--- src/rtl/period_readout_serializer.sv ---
// period_readout_serializer
// Snapshots one line of per-pixel PERIOD words on START and streams them out
// one word per valid/ready transfer, so the live counters can keep running
// while a slow reader drains the captured line.
//
// Optional feature: define READOUT_CHECKSUM_EN to append one extra word
// holding the XOR of all captured pixel words (OUT_INDEX = NUM_PIXELS).
//
// Handshake: a word moves on a rising edge where OUT_VALID and OUT_READY are
// both 1; OUT_VALID is a pure function of state (never of OUT_READY), and once
// raised it stays high with OUT_DATA/OUT_INDEX/OUT_LAST frozen until that word
// moves.
module period_readout_serializer #(
    parameter int NUM_PIXELS   = 16,
    parameter int COUNTER_BITS = 15,
    localparam int INDEX_BITS  = $clog2(NUM_PIXELS + 1)
) (
    input  logic                               CLK,
    input  logic                               RST_N,
    input  logic                               START,
    input  logic [NUM_PIXELS*COUNTER_BITS-1:0] PERIOD_IN,
    output logic [COUNTER_BITS-1:0]            OUT_DATA,
    output logic [INDEX_BITS-1:0]              OUT_INDEX,
    output logic                               OUT_VALID,
    input  logic                               OUT_READY,
    output logic                               OUT_LAST,
    output logic                               BUSY,
    output logic                               FRAME_DONE,
    output logic                               OVERRUN
);

    typedef enum logic [1:0] {
        S_IDLE = 2'd0,
        S_SEND = 2'd1,
        S_DONE = 2'd2
    } state_t;

`ifdef READOUT_CHECKSUM_EN
    // The checksum word is the last one in the frame.
    localparam logic [INDEX_BITS-1:0] LAST_IDX = INDEX_BITS'(NUM_PIXELS);
`else
    localparam logic [INDEX_BITS-1:0] LAST_IDX = INDEX_BITS'(NUM_PIXELS - 1);
`endif

    state_t                             state_q, state_d;
    logic [NUM_PIXELS*COUNTER_BITS-1:0] snap_q, snap_d;
    logic [INDEX_BITS-1:0]              idx_q, idx_d;
    logic                               overrun_q, overrun_d;
    logic [COUNTER_BITS-1:0]            word_sel;
    logic                               is_last;

`ifdef READOUT_CHECKSUM_EN
    logic [COUNTER_BITS-1:0]            csum_q, csum_d;
    logic [COUNTER_BITS-1:0]            csum_in;

    // XOR of the incoming line, latched together with the snapshot so it is
    // always consistent with the captured words, never with the live bus.
    always_comb begin
        csum_in = '0;
        for (int i = 0; i < NUM_PIXELS; i++) begin
            csum_in = csum_in ^ PERIOD_IN[i*COUNTER_BITS +: COUNTER_BITS];
        end
    end
`endif

    assign is_last = (idx_q == LAST_IDX);

    // Next-state, capture, index advance and overrun bookkeeping.
    always_comb begin
        state_d   = state_q;
        snap_d    = snap_q;
        idx_d     = idx_q;
        overrun_d = overrun_q;
`ifdef READOUT_CHECKSUM_EN
        csum_d    = csum_q;
`endif
        case (state_q)
            S_IDLE: begin
                if (START) begin
                    state_d   = S_SEND;
                    snap_d    = PERIOD_IN;
                    idx_d     = '0;
                    overrun_d = 1'b0;
`ifdef READOUT_CHECKSUM_EN
                    csum_d    = csum_in;
`endif
                end
            end
            S_SEND: begin
                if (OUT_READY) begin
                    if (is_last) begin
                        state_d = S_DONE;
                    end else begin
                        idx_d = idx_q + INDEX_BITS'(1);
                    end
                end
                // A START while busy is dropped; only the flag records it.
                if (START) begin
                    overrun_d = 1'b1;
                end
            end
            S_DONE: begin
                state_d = S_IDLE;
                if (START) begin
                    overrun_d = 1'b1;
                end
            end
            default: begin
                state_d = S_IDLE;
            end
        endcase
    end

    // State, snapshot and flag registers.
    always_ff @(posedge CLK or negedge RST_N) begin
        if (!RST_N) begin
            state_q   <= S_IDLE;
            snap_q    <= '0;
            idx_q     <= '0;
            overrun_q <= 1'b0;
`ifdef READOUT_CHECKSUM_EN
            csum_q    <= '0;
`endif
        end else begin
            state_q   <= state_d;
            snap_q    <= snap_d;
            idx_q     <= idx_d;
            overrun_q <= overrun_d;
`ifdef READOUT_CHECKSUM_EN
            csum_q    <= csum_d;
`endif
        end
    end

    // Select the current word from the snapshot (or the checksum slot).
    always_comb begin
        word_sel = '0;
        for (int i = 0; i < NUM_PIXELS; i++) begin
            if (idx_q == INDEX_BITS'(i)) begin
                word_sel = snap_q[i*COUNTER_BITS +: COUNTER_BITS];
            end
        end
`ifdef READOUT_CHECKSUM_EN
        if (idx_q == INDEX_BITS'(NUM_PIXELS)) begin
            word_sel = csum_q;
        end
`endif
    end

    // Outputs decode from registers only; data is forced to 0 when not valid.
    always_comb begin
        OUT_VALID  = (state_q == S_SEND);
        OUT_DATA   = OUT_VALID ? word_sel : '0;
        OUT_INDEX  = OUT_VALID ? idx_q : '0;
        OUT_LAST   = OUT_VALID && is_last;
        BUSY       = (state_q != S_IDLE);
        FRAME_DONE = (state_q == S_DONE);
        OVERRUN    = overrun_q;
    end

endmodule
--- config.mk ---
export PLATFORM = sky130hd
export DESIGN_NAME = period_readout_serializer
export DESIGN_NICKNAME = d
export VERILOG_FILES = /design/src/rtl/period_readout_serializer.sv
export SDC_FILE = /design/constraint.sdc
export NUM_CORES = 1
export LEC_CHECK = 0
export CORE_UTILIZATION = 40
export DETAILED_ROUTE_END_ITERATION = 16
export GPL_TIMING_DRIVEN = 0
export PLACE_DENSITY = 0.67
export RECOVER_POWER = 50
export SYNTH_ARGS = -nofsm -noshare
export SYNTH_HDL_FRONTEND = slang
export SYNTH_SLANG_ARGS = --single-unit
--- constraint.sdc ---
create_clock -name CLK -period 3 [get_ports CLK]
set_input_delay 0.45 -clock CLK [delete_from_list [all_inputs] [get_ports CLK]]
set_output_delay 0.45 -clock CLK [all_outputs]
set_load 0.005 [all_outputs]
==> results of run 1 <==
## stage by stage
| step | hold slack [ns] | setup WS, ns | setup TNS, ns | utilization [%] | cell area (um^2) |
|---|---|---|---|---|---|
| floorplan | 0.154 | 0.0992 | 0 | - | 12200 |
| global placement | 0.480 | -9.09 | -2266.03 | 51.4 | 15300 |
| detailed placement | 0.245 | -1.76 | -17.80 | 51.6 | 15400 |
| CTS | 0.281 | -0.482 | -5.64 | 58.6 | 17500 |
| global route | 0.307 | -0.531 | -6.23 | 59.9 | 17900 |
| finish | 0.277 | -0.495 | -5.20 | 59.9 | 17900 |
## state kept, by name, summed over array words and instances, names as in the netlist
name     cells
OVERRUN      1
idx_q        5
snap_q     240
state_q      2
## final timing paths
path | start | to | slack, ns | depth (start not counted)
setup / recovery | idx_q[1] | OUT_DATA[7] | -0.50 | 10
hold / removal | RST_N | snap_q[182] | 0.28 | 2
setup reg to reg | state_q[0] | snap_q[167] | 0.19 | 6
hold reg to reg | OVERRUN | OVERRUN | 0.50 | 1
max in group asynchronous | RST_N | idx_q[2] | 0.68 | 3
min in group CLK | OVERRUN | OVERRUN | 0.50 | 1
## cells in the mapped netlist, drive strengths merged (6+ instances only)
library cell / instances / share of area [%]
a21oi: 33 / 1.4
o21ai: 36 / 1.5
inv: 15 / 0.46
a221o: 13 / 1.1
a221oi: 16 / 1.2
buf: 35 / 1.7
mux2: 240 / 22
dfrtp: 248 / 51
a211oi: 13 / 0.97
nor2b: 10 / 0.51
nand4bb: 7 / 0.65
a22oi: 11 / 0.80
o22ai: 14 / 0.72
nand2b: 13 / 0.67
a32oi: 6 / 0.43
nor3: 25 / 1.2
nand3: 18 / 0.74
nand2: 34 / 1.1
clkbuf: 41 / 1.3
o211ai: 7 / 0.43
and2: 9 / 0.46
ha: 8 / 0.82
nor2: 42 / 1.3
and3: 8 / 0.41
## power groups by stage
stage / Sequential [W] / Combinational [W] / Clock, W
floorplan: 0.00569 / 0.00390 / 0
global placement: 0.00604 / 0.00596 / 0
detailed placement: 0.00607 / 0.00608 / 0
CTS: 0.00609 / 0.00727 / 0.00352
global route: 0.00633 / 0.00824 / 0.00365
finish: 0.00617 / 0.00780 / 0.00348
## what timing repair did
item | in CTS | in global routing
pin swaps | 56 | 40
setup endpoints to repair | 23 | 19
gates cloned | 1 | 0
setup buffers | 40 | 26
gates resized for setup | 250 | 62
hold buffers | 1 | 0
hold endpoints to repair | 3 | 0
## final cells by class
cell class              count  share of cell area (%)
inverters                  15                   0.336
well taps                 390                    2.73
repair buffers            337                    18.1
clock inverters             9                   0.560
plain buffers              70                    3.18
multi-input cells         655                    35.6
flip-flops and latches    248                    34.8
diodes                      1                  0.0140
clock buffers              41                    4.71
## cells by family after synthesis
group | after synthesis | synth area share [%]
compound gates | 206 | 12.6
fa+ha+maj | 8 | 0.824
buf+inv | 91 | 3.44
flops | 248 | 51.1
mux | 240 | 22.2
simple gates | 200 | 9.82
## routing by layer
layer / share of wire (%) / routed length, um / track usage [%] / vias up
li1: - / - / - / 4439
met1: 42 / 17700 / 35.5 / 5104
met2: 46 / 19300 / 41.8 / 442
met3: 7.6 / 3180 / 5.45 / 76
met4: 4.1 / 1710 / 10.5 / 0
met5: 0 / 0 / 0 / -
==> summary.txt, run 1 <==
DRC violations left: 0
delay-heaviest family, CP: compound AO/OA/AOI/OAI gates
leakage: 7.25 nW
CP peak stage delay: 0.46 ns
worst setup margin: -0.495 ns
Synth Cell Area: 12200 um^2
Max-cap violations: 2
Final Max Slew Viols: 247
nets: 1607
clock buffer depth: 3
Reg clk slew, reported paths: 0.06 ns
post-synthesis net count: 1245
fmax: 286 MHz
largest net degree at the start of global routing: 124
Rows: 63
Die Width: 176 um
combinational share of power: 44.7%
cells after synthesis: 993
fraction of registers with async set/reset: 100%
Final setup viols: 15
Max rail drop VDD: 0.461 mV
Tot GR Track Use: 26.5%
Area Growth Syn to Fin: 47.0%
Syn. warnings: 0
crit path max fanout: 8
Initial DRT Pass Iterations: 5
WP data arrival: 3.05 ns
root buf cell: clkbuf_16
sequential share of power: 35.4%
vias per std cell: 5.70
pwr/cell area: 977 nW/um^2
final number of hold-violating endpoints: 0
crit share post-route: 117%
Antenna Nets Post-Route: 0
Clk Latency, worst-skew pair: 0.54 ns
Primary FF master, synth: dfrtp_1
post-route minimum period: 3.50 ns
status: finished with violations
relative slew slack: -15.5%
first-pass GRT wire length: 60900 um
area of the multi-input gates: 6360 um^2
Inserted Clock Buffers: 28
critical path capture point type: output port
register area share after synthesis: 51.1%
CORE AREA: 29800 um^2
Post-synth EDFFs: 0
Hold WC Path Type: in2async
total gr overflow: 0
crit path buf inv count: 4
FILL cells: 2425
initial antenna violation count: 1
WL per Instance: 23.7 um
TritonCTS clock tree: done
I/O Pins: 269
total power: 0.0174 W
Die H: 176 um
WP data required: 2.55 ns
RSZ-0062 raised after global routing: yes
IO Port Bufs: 268
full die area: 31100 um^2
Post-Route WL: 41800 um
violated checks: max-capacitance violations, max-slew violations, negative setup slack
Psw: 0.00609 W
DP Wirelength: 30400 um
CP Launch Type: flip-flop
Mean Syn Cell Area: 12.2 um^2
cells along the critical path: buf_6, ha_4, buf_12, clkbuf_16, a211o_1, a32oi_2, o2111ai_2, a211oi_4, o31ai_2, buf_2
H-tree levels: 1
Post-Place Cells: 1653
clock sink count: 248
most common cell after layout, fill and taps aside: clkdlybuf4s50_1
slowest cell on the critical path: dfrtp_2
DRT iter0 DRCs: 778
FF/Latch Area: 6210 um^2
Netlist cell types: 74
commonest cells after routing, fill and taps aside: clkdlybuf4s50_1 (250), dfrtp_1 (244), mux2_2 (240)
Starting Density: 40.8%
Vias: 10100
Placer Congestion: 0.896
sw frac: 34.9%
Synth Register Bits: 248
layout cells sized above 1: 39.0%
CP Class: reg2out
via count of the first global-routing pass: 10300
Int Power: 0.0114 W
Slew @ Worst Pin: 1.73 ns
clk_skew: 0.00647 ns
clock power share: 19.9%
Final Instance Count excl. Fillers: 1766
Power figures use the tool's default switching activity.
==> run 2, diff against run 1 <==
==> constraint.sdc (replaced) <==
create_clock -name CLK -period 3 [get_ports CLK]
set_input_delay 0.45 -clock CLK [delete_from_list [all_inputs] [get_ports CLK]]
set_output_delay 0.45 -clock CLK [all_outputs]
set_load 0.05 [all_outputs]
==> summary.txt, run 2 (same netlist as run 1, synthesis figures left out) <==
status: finished with violations
violated checks: negative setup slack
pwr/cell area: 1020 nW/um^2 (+4.1%)
Tot GR Track Use: 26.4% (-0.031 points)
Placer Congestion: 0.899 (+0.29%)
Final setup viols: 15 (unchanged)
total gr overflow: 0 (unchanged)
critical path capture point type: output port
nets: 1595 (-0.75%)
IO Port Bufs: 268 (unchanged)
H-tree levels: 1 (unchanged)
Clk Latency, worst-skew pair: 0.55 ns (about the same)
most common cell after layout, fill and taps aside: clkdlybuf4s50_1
root buf cell: clkbuf_16
largest registers: snap_q (240), idx_q (5), state_q (2)
CP Launch Type: flip-flop
crit path max fanout: 10 (+2)
DRT iter0 DRCs: 924 (+19%)
final number of hold-violating endpoints: 0 (unchanged)
Max-cap violations: 0 (-2)
clock sink count: 248 (unchanged)
full die area: 31100 um^2 (unchanged)
WL per Instance: 23.9 um (+1.1%)
Int Power: 0.0113 W (-0.52%)
DP Wirelength: 30900 um (+1.6%)
Initial DRT Pass Iterations: 5 (unchanged)
first-pass GRT wire length: 61400 um (+0.82%)
sequential share of power: 34.2% (-1.2 points)
CP peak stage delay: 0.45 ns (about the same)
combinational share of power: 46.5% (+1.8 points)
fmax: 289 MHz (+1.2%)
Rows: 63 (unchanged)
Max rail drop VDD: 0.503 mV (+9.0%)
sw frac: 37.7% (+2.8 points)
I/O Pins: 269 (unchanged)
most frequent CP cell: buf_6
relative slew slack: 17.5% (+33 points)
clock power share: 19.3% (-0.6 points)
initial antenna violation count: 2 (+1)
via count of the first global-routing pass: 10200 (-0.20%)
CORE AREA: 29800 um^2 (unchanged)
commonest cells after routing, fill and taps aside: clkdlybuf4s50_1 (246), dfrtp_1 (244), mux2_2 (240)
CP Launch Point: idx_q[1]
Area Growth Syn to Fin: 46.9% (about the same)
Reg clk slew, reported paths: 0.06 ns (about the same)
Die Width: 176 um (unchanged)
Antenna Nets Post-Route: 0 (unchanged)
crit share post-route: 115% (-1.3 points)
worst setup margin: -0.455 ns (+0.0402 ns)
slowest cell on the critical path: dfrtp_2
max reg flops: 240 (unchanged)
DRC violations left: 0 (unchanged)
Inserted Clock Buffers: 28 (unchanged)
worst r2r src: state_q[0]
RSZ-0062 raised after global routing: yes
vias per std cell: 5.68 (-0.23%)
cells along the critical path: buf_6, ha_4, clkbuf_16, buf_8, a211o_1, a32oi_2, o2111ai_2, a211oi_4, o31ai_2, buf_6
layout cells sized above 1: 39.4% (+0.43 points)
WP data required: 2.55 ns (about the same)
Starting Density: 40.8% (unchanged)
worst hold margin: 0.497 ns (+0.220 ns)
Slew @ Worst Pin: 1.24 ns (-0.496 ns)
total power: 0.0181 W (+4.0%)
CP Class: reg2out
TritonCTS clock tree: done
leakage: 7.25 nW (about the same)
WP data arrival: 3.00 ns (-0.05 ns)
Die H: 176 um (unchanged)
Vias: 9981 (-0.80%)
Hold WC Path Type: reg2reg
post-route minimum period: 3.45 ns (-0.0402 ns)
clk_skew: 0.00893 ns (+0.00246 ns)
Largest Register: snap_q
clock buffer depth: 3 (unchanged)
largest net degree at the start of global routing: 103 (-17%)
Psw: 0.00685 W (+12%)
hold path start: OVERRUN
Final Max Slew Viols: 0 (-100%)
Post-Route WL: 42000 um (+0.58%)
==> run 2: cell count changes in the layout (fill, tap and decap cells not counted), moves of 5 or more <==
cell and delta:
nor3_4 -5, a21oi_2 -5, nor3_2 +5, a21oi_1 +5, buf_6 +9, buf_4 -7, buf_2 -11, a221oi_2 +7
==> run 2: worst paths after layout <==
kind | endpoint | slack [ns] | cells after the start
setup / recovery | OUT_DATA[7] | -0.45 | 10
setup reg to reg | snap_q[238] | 0.24 | 6
min in group asynchronous | snap_q[188] | 0.69 | 2
hold reg to reg | OVERRUN | 0.50 | 1
max in group asynchronous | snap_q[71] | 0.40 | 4
hold / removal | OVERRUN | 0.50 | 1
==> run 2: repair_timing <==
action                     in CTS  in global routing
buffers inserted               31                 21
pin swaps                      39                 25
cloned                          2                  3
hold endpoints to repair       48                  0
gates resized for setup       273                 81
setup endpoints to repair      21                 21
hold buffers                    1                  0
==> run 2: power by group through the flow <==
| stage | Sequential, W | Combinational (W) | Clock, W |
|---|---|---|---|
| finish | 0.00621 | 0.00844 | 0.00349 |
| global route | 0.00637 | 0.00882 | 0.00366 |
| CTS | 0.00612 | 0.00785 | 0.00352 |
| detailed placement | 0.00612 | 0.00684 | 0 |
| global placement | 0.00607 | 0.00671 | 0 |
| floorplan | 0.00572 | 0.00466 | 0 |
==> run 2: area by class of cell <==
type	count	area, um^2
plain buffers	69	546
diodes	1	2.50
clock inverters	13	123
well taps	390	488
clock buffers	39	823
fillers	2418	11900
repair buffers	326	3250
inverters	15	67.6
flip-flops and latches	248	6210
multi-input cells	655	6330
==> run 2: stage by stage <==
step | instance area (um^2) | setup slack (ns) | util [%] | setup TNS (ns) | std cells
after floorplan | 12200 | 0.00422 | - | 0 | 993
after CTS | 17400 | -0.455 | 58.3 | -5.95 | 1734
after detailed placement | 15500 | -1.29 | 51.9 | -15.10 | 1653
after global placement | 15400 | -9.14 | 51.7 | -2276.50 | 1651
after global routing | 17800 | -0.500 | 59.9 | -10.02 | 1756
final | 17800 | -0.455 | 59.9 | -5.78 | 1756
==> run 2: critical path: cells and delay by family (launching register included) <==
kind / cells / cell delay (ns)
compound gates: 5 / 1.21
fa+ha+maj: 1 / 0.18
buf+inv: 4 / 0.60
flops: 1 / 0.45
==> run 2: routing by layer <==
metal / GRT usage, % / wire [um]
met4: 9.13 / 1610
met2: 41.8 / 19300
met5: 0 / 13
met1: 36.1 / 18000
met3: 5.30 / 3190
==> run 3, diff against run 2 <==
--- a/config.mk
+++ b/config.mk
@@ -5,6 +5,8 @@
 export SDC_FILE = /design/constraint.sdc
 export NUM_CORES = 1
 export LEC_CHECK = 0
+export ABC_AREA = 1
+export CORE_ASPECT_RATIO = 2
 export CORE_UTILIZATION = 40
 export DETAILED_ROUTE_END_ITERATION = 16
 export GPL_TIMING_DRIVEN = 0
==> summary.txt, run 3 <==
fraction of registers with async set/reset: 100% (unchanged)
placed inst area: 15700 um^2 (+1.3%)
RSZ-0062 raised after global routing: yes
Placer Congestion: 0.962 (+7.0%)
WP data arrival: 3.23 ns (+0.23 ns)
register area share after synthesis: 49.8% (-1.2 points)
n_diodes: 0 (-1)
Final setup viols: 15 (unchanged)
fmax: 272 MHz (-6.1%)
largest family of logic cells by synthesized area: simple AND/OR/NAND/NOR gates
Die H: 252 um (+43%)
Reg-to-Reg End: idx_q[2]
final number of hold-violating endpoints: 0 (unchanged)
DP Wirelength: 31900 um (+3.3%)
worst setup margin: -0.677 ns (-0.223 ns)
multiplexer area fraction after synthesis: 0% (-22 points)
most frequent cell after synthesis: nand2_1
Post-Route WL: 41600 um (-1.0%)
crit share post-route: 123% (+7.4 points)
worst r2r src: idx_q[0]
Largest Register: snap_q
Tot GR Track Use: 26.3% (-0.094 points)
cell taking the most area after synthesis: dfrtp_1
full die area: 31900 um^2 (+2.6%)
clock buffer depth: 3 (unchanged)
Hold WC Path Type: in2reg
initial antenna violation count: 1 (-1)
Antenna Nets Post-Route: 0 (unchanged)
violated checks: max-capacitance violations, max-slew violations, negative setup slack
layout cells sized above 1: 15.6% (-24 points)
largest net degree at the start of global routing: 116 (+13%)
relative slew slack: -18.0% (-36 points)
hold path start: PERIOD_IN[201]
Worst Hold Endpoint: snap_q[201]
clock sink count: 248 (unchanged)
CORE AREA: 30700 um^2 (+3.2%)
DRT iter0 DRCs: 580 (-37%)
path depth of the worst reg2reg path: 11 (+5)
hold path depth: 3 (+2)
total gr overflow: 0 (unchanged)
clk_skew: 0.0134 ns (+0.00446 ns)
largest registers: snap_q (240), idx_q (5), state_q (2)
IO Port Bufs: 268 (unchanged)
Max rail drop VDD: 0.670 mV (+33%)
Starting Density: 40.5% (-0.28 points)
most common cell after layout, fill and taps aside: nand2_1
Vias: 12000 (+20%)
commonest cells after routing, fill and taps aside: nand2_1 (948), clkdlybuf4s50_1 (246), dfrtp_1 (245)
max reg flops: 240 (unchanged)
Synth Register Bits: 248 (unchanged)
Rows: 91 (+44%)
post-route minimum period: 3.68 ns (+0.223 ns)
Primary FF master, synth: dfrtp_1
I/O Pins: 269 (unchanged)
Mean Syn Cell Area: 7.01 um^2 (-43%)
FILL cells: 2892 (+20%)
Inserted Clock Buffers: 24 (-14%)
vias per std cell: 4.83 (-15%)
post-synthesis net count: 2029 (+63%)
Post-synth EDFFs: 0 (unchanged)
leakage: 9.29 nW (+28%)
DRC violations left: 0 (unchanged)
Post-Synth XOR/XNOR Area: 0.0703% (+0.070 points)
Clk Latency, worst-skew pair: 0.54 ns (about the same)
WL per Instance: 16.7 um (-30%)
Netlist cell types: 29 (-61%)
H-tree levels: 1 (unchanged)
CP Class: reg2out
cells after synthesis: 1777 (+79%)
Final Cell Area: 17600 um^2 (-1.1%)
Max-cap violations: 1 (+1)
nets: 2350 (+47%)
post-synth top area share: 49.8% (-1.2 points)
Final Max Slew Viols: 69 (+69)
Initial DRT Pass Iterations: 4 (-1)
ranking of synthesized cells by area: dfrtp_1 (50%), nand2_1 (32%), nand3_1 (4.5%)
Synth Cell Area: 12500 um^2 (+2.5%)
root buf cell: clkbuf_16
pwr/cell area: 1040 nW/um^2 (+2.4%)
Die Width: 127 um (-28%)
Slew @ Worst Pin: 1.77 ns (+0.533 ns)
compound-cell area share of the yosys netlist: 3.21% (-9.4 points)
pre-CTS setup slack: -1.28 ns (+0.0103 ns)
crit path max fanout: 8 (-2)
WP data required: 2.55 ns (about the same)
CP Launch Type: flip-flop
Post-Synth Adder-Cell Area: 0.804% (-0.020 points)
critical path capture point type: output port
TritonCTS clock tree: done
worst hold margin: 0.439 ns (-0.0580 ns)
via count of the first global-routing pass: 12400 (+21%)
first-pass GRT wire length: 64300 um (+4.6%)
total power: 0.0184 W (+1.3%)
synth cell count leaders: nand2_1 (1056), dfrtp_1 (248), inv_1 (130), nand3_1 (111), clkbuf_1 (63)
Syn. warnings: 0 (unchanged)
register-to-register setup slack: 0.42 ns (+0.18 ns)
Reg clk slew, reported paths: 0.07 ns (about the same)
status: finished with violations
Synth Area in Simple Gates: 38.7% (+29 points)
Area Growth Syn to Fin: 41.7%
-- run 3: cell types whose count changed in the layout (fill, tap and decap cells not counted), moves of 34 or more --
cell and delta:
nand2_2 +96, mux2_2 -240, o21ai_0 +40, inv_1 +109, nand2_1 +916, nand3_2 +57
nand3_1 +34
-- run 3: final cells by class --
cell class | instances | area [um^2] | area share (%)
well taps | 372 | 465 | 2.64
clock buffers | 30 | 684 | 3.88
flip-flops and latches | 248 | 6210 | 35.2
plain buffers | 88 | 437 | 2.47
repair buffers | 296 | 3000 | 17.0
multi-input cells | 1299 | 6100 | 34.6
clock inverters | 13 | 206 | 1.17
inverters | 141 | 548 | 3.11
-- run 3: kinds of logic after synthesis --
kind of cell	Yosys count
AND/OR/NAND/NOR	1214
flip-flops	248
AO/OA/AOI/OAI	76
adder cells (fa/ha/maj)	8
buffers and inverters	230
XOR/XNOR	1
-- run 3: stage by stage --
stage	utilization (%)	TNS, ns	std cells
after floorplan	-	0	1777
after global placement	50.7	-2265.30	2417
after detailed placement	50.9	-17.54	2419
after CTS	56.0	-9.32	2479
after global routing	57.4	-14.64	2487
final	57.4	-8.61	2487
-- run 3: critical path: stages, from the launching register on --
cell      delay [ns]
dfrtp_2         0.45
inv_4           0.10
ha_4            0.14
nand2_2         0.10
nor2_4          0.25
nand3_1         0.14
nand3_2         0.10
a21oi_2         0.07
o21bai_2        0.23
nand2_1         0.10
nand3_1         0.10
nand2_1         0.08
nand3_2         0.09
nand3_1         0.07
nand2_1         0.09
nand2_2         0.12
nand2_1         0.10
nand2_1         0.05
nand2_1         0.11
buf_6           0.17
-- run 3: worst max-delay path by stage --
stage	endpoint	from	depth (start not counted)	slack (ns)
2_1_floorplan	OUT_DATA[10]	state_q[1]	8	0.03
3_3_place_gp	snap_q[175]	RST_N	1	-9.09
3_5_place_dp	OUT_DATA[11]	idx_q[1]	20	-1.28
4_1_cts	OUT_DATA[4]	idx_q[1]	23	-0.66
5_1_grt	OUT_DATA[14]	idx_q[0]	24	-0.77
6_report	OUT_DATA[11]	idx_q[1]	19	-0.68
-- run 3: power breakdown --
group / switching, W / leakage (nW) / internal, W
combinational: 0.00576 / 5.80 / 0.00319
sequential: 0.00100 / 3.06 / 0.00501
clock: 0.00137 / 0.433 / 0.00205
-- run 3: routing by layer --
metal  track usage (%)  routed length (um)  vias to the layer above
li1                  -                   -                     6003
met1              26.9               14800                     5591
met2              50.4               22500                      306
met3              2.33                1260                      122
met4              17.2                2980                        2
met5                 0                  13                        -
-- run 3: what timing repair did --
action                                  CTS  global route
gates cloned                              3             1
endpoints found under the setup margin   18            18
pin swaps                                55            61
buffers inserted                         14             7
hold buffers                              1             0
resized for setup                       265           116
hold endpoints to repair                 68             0
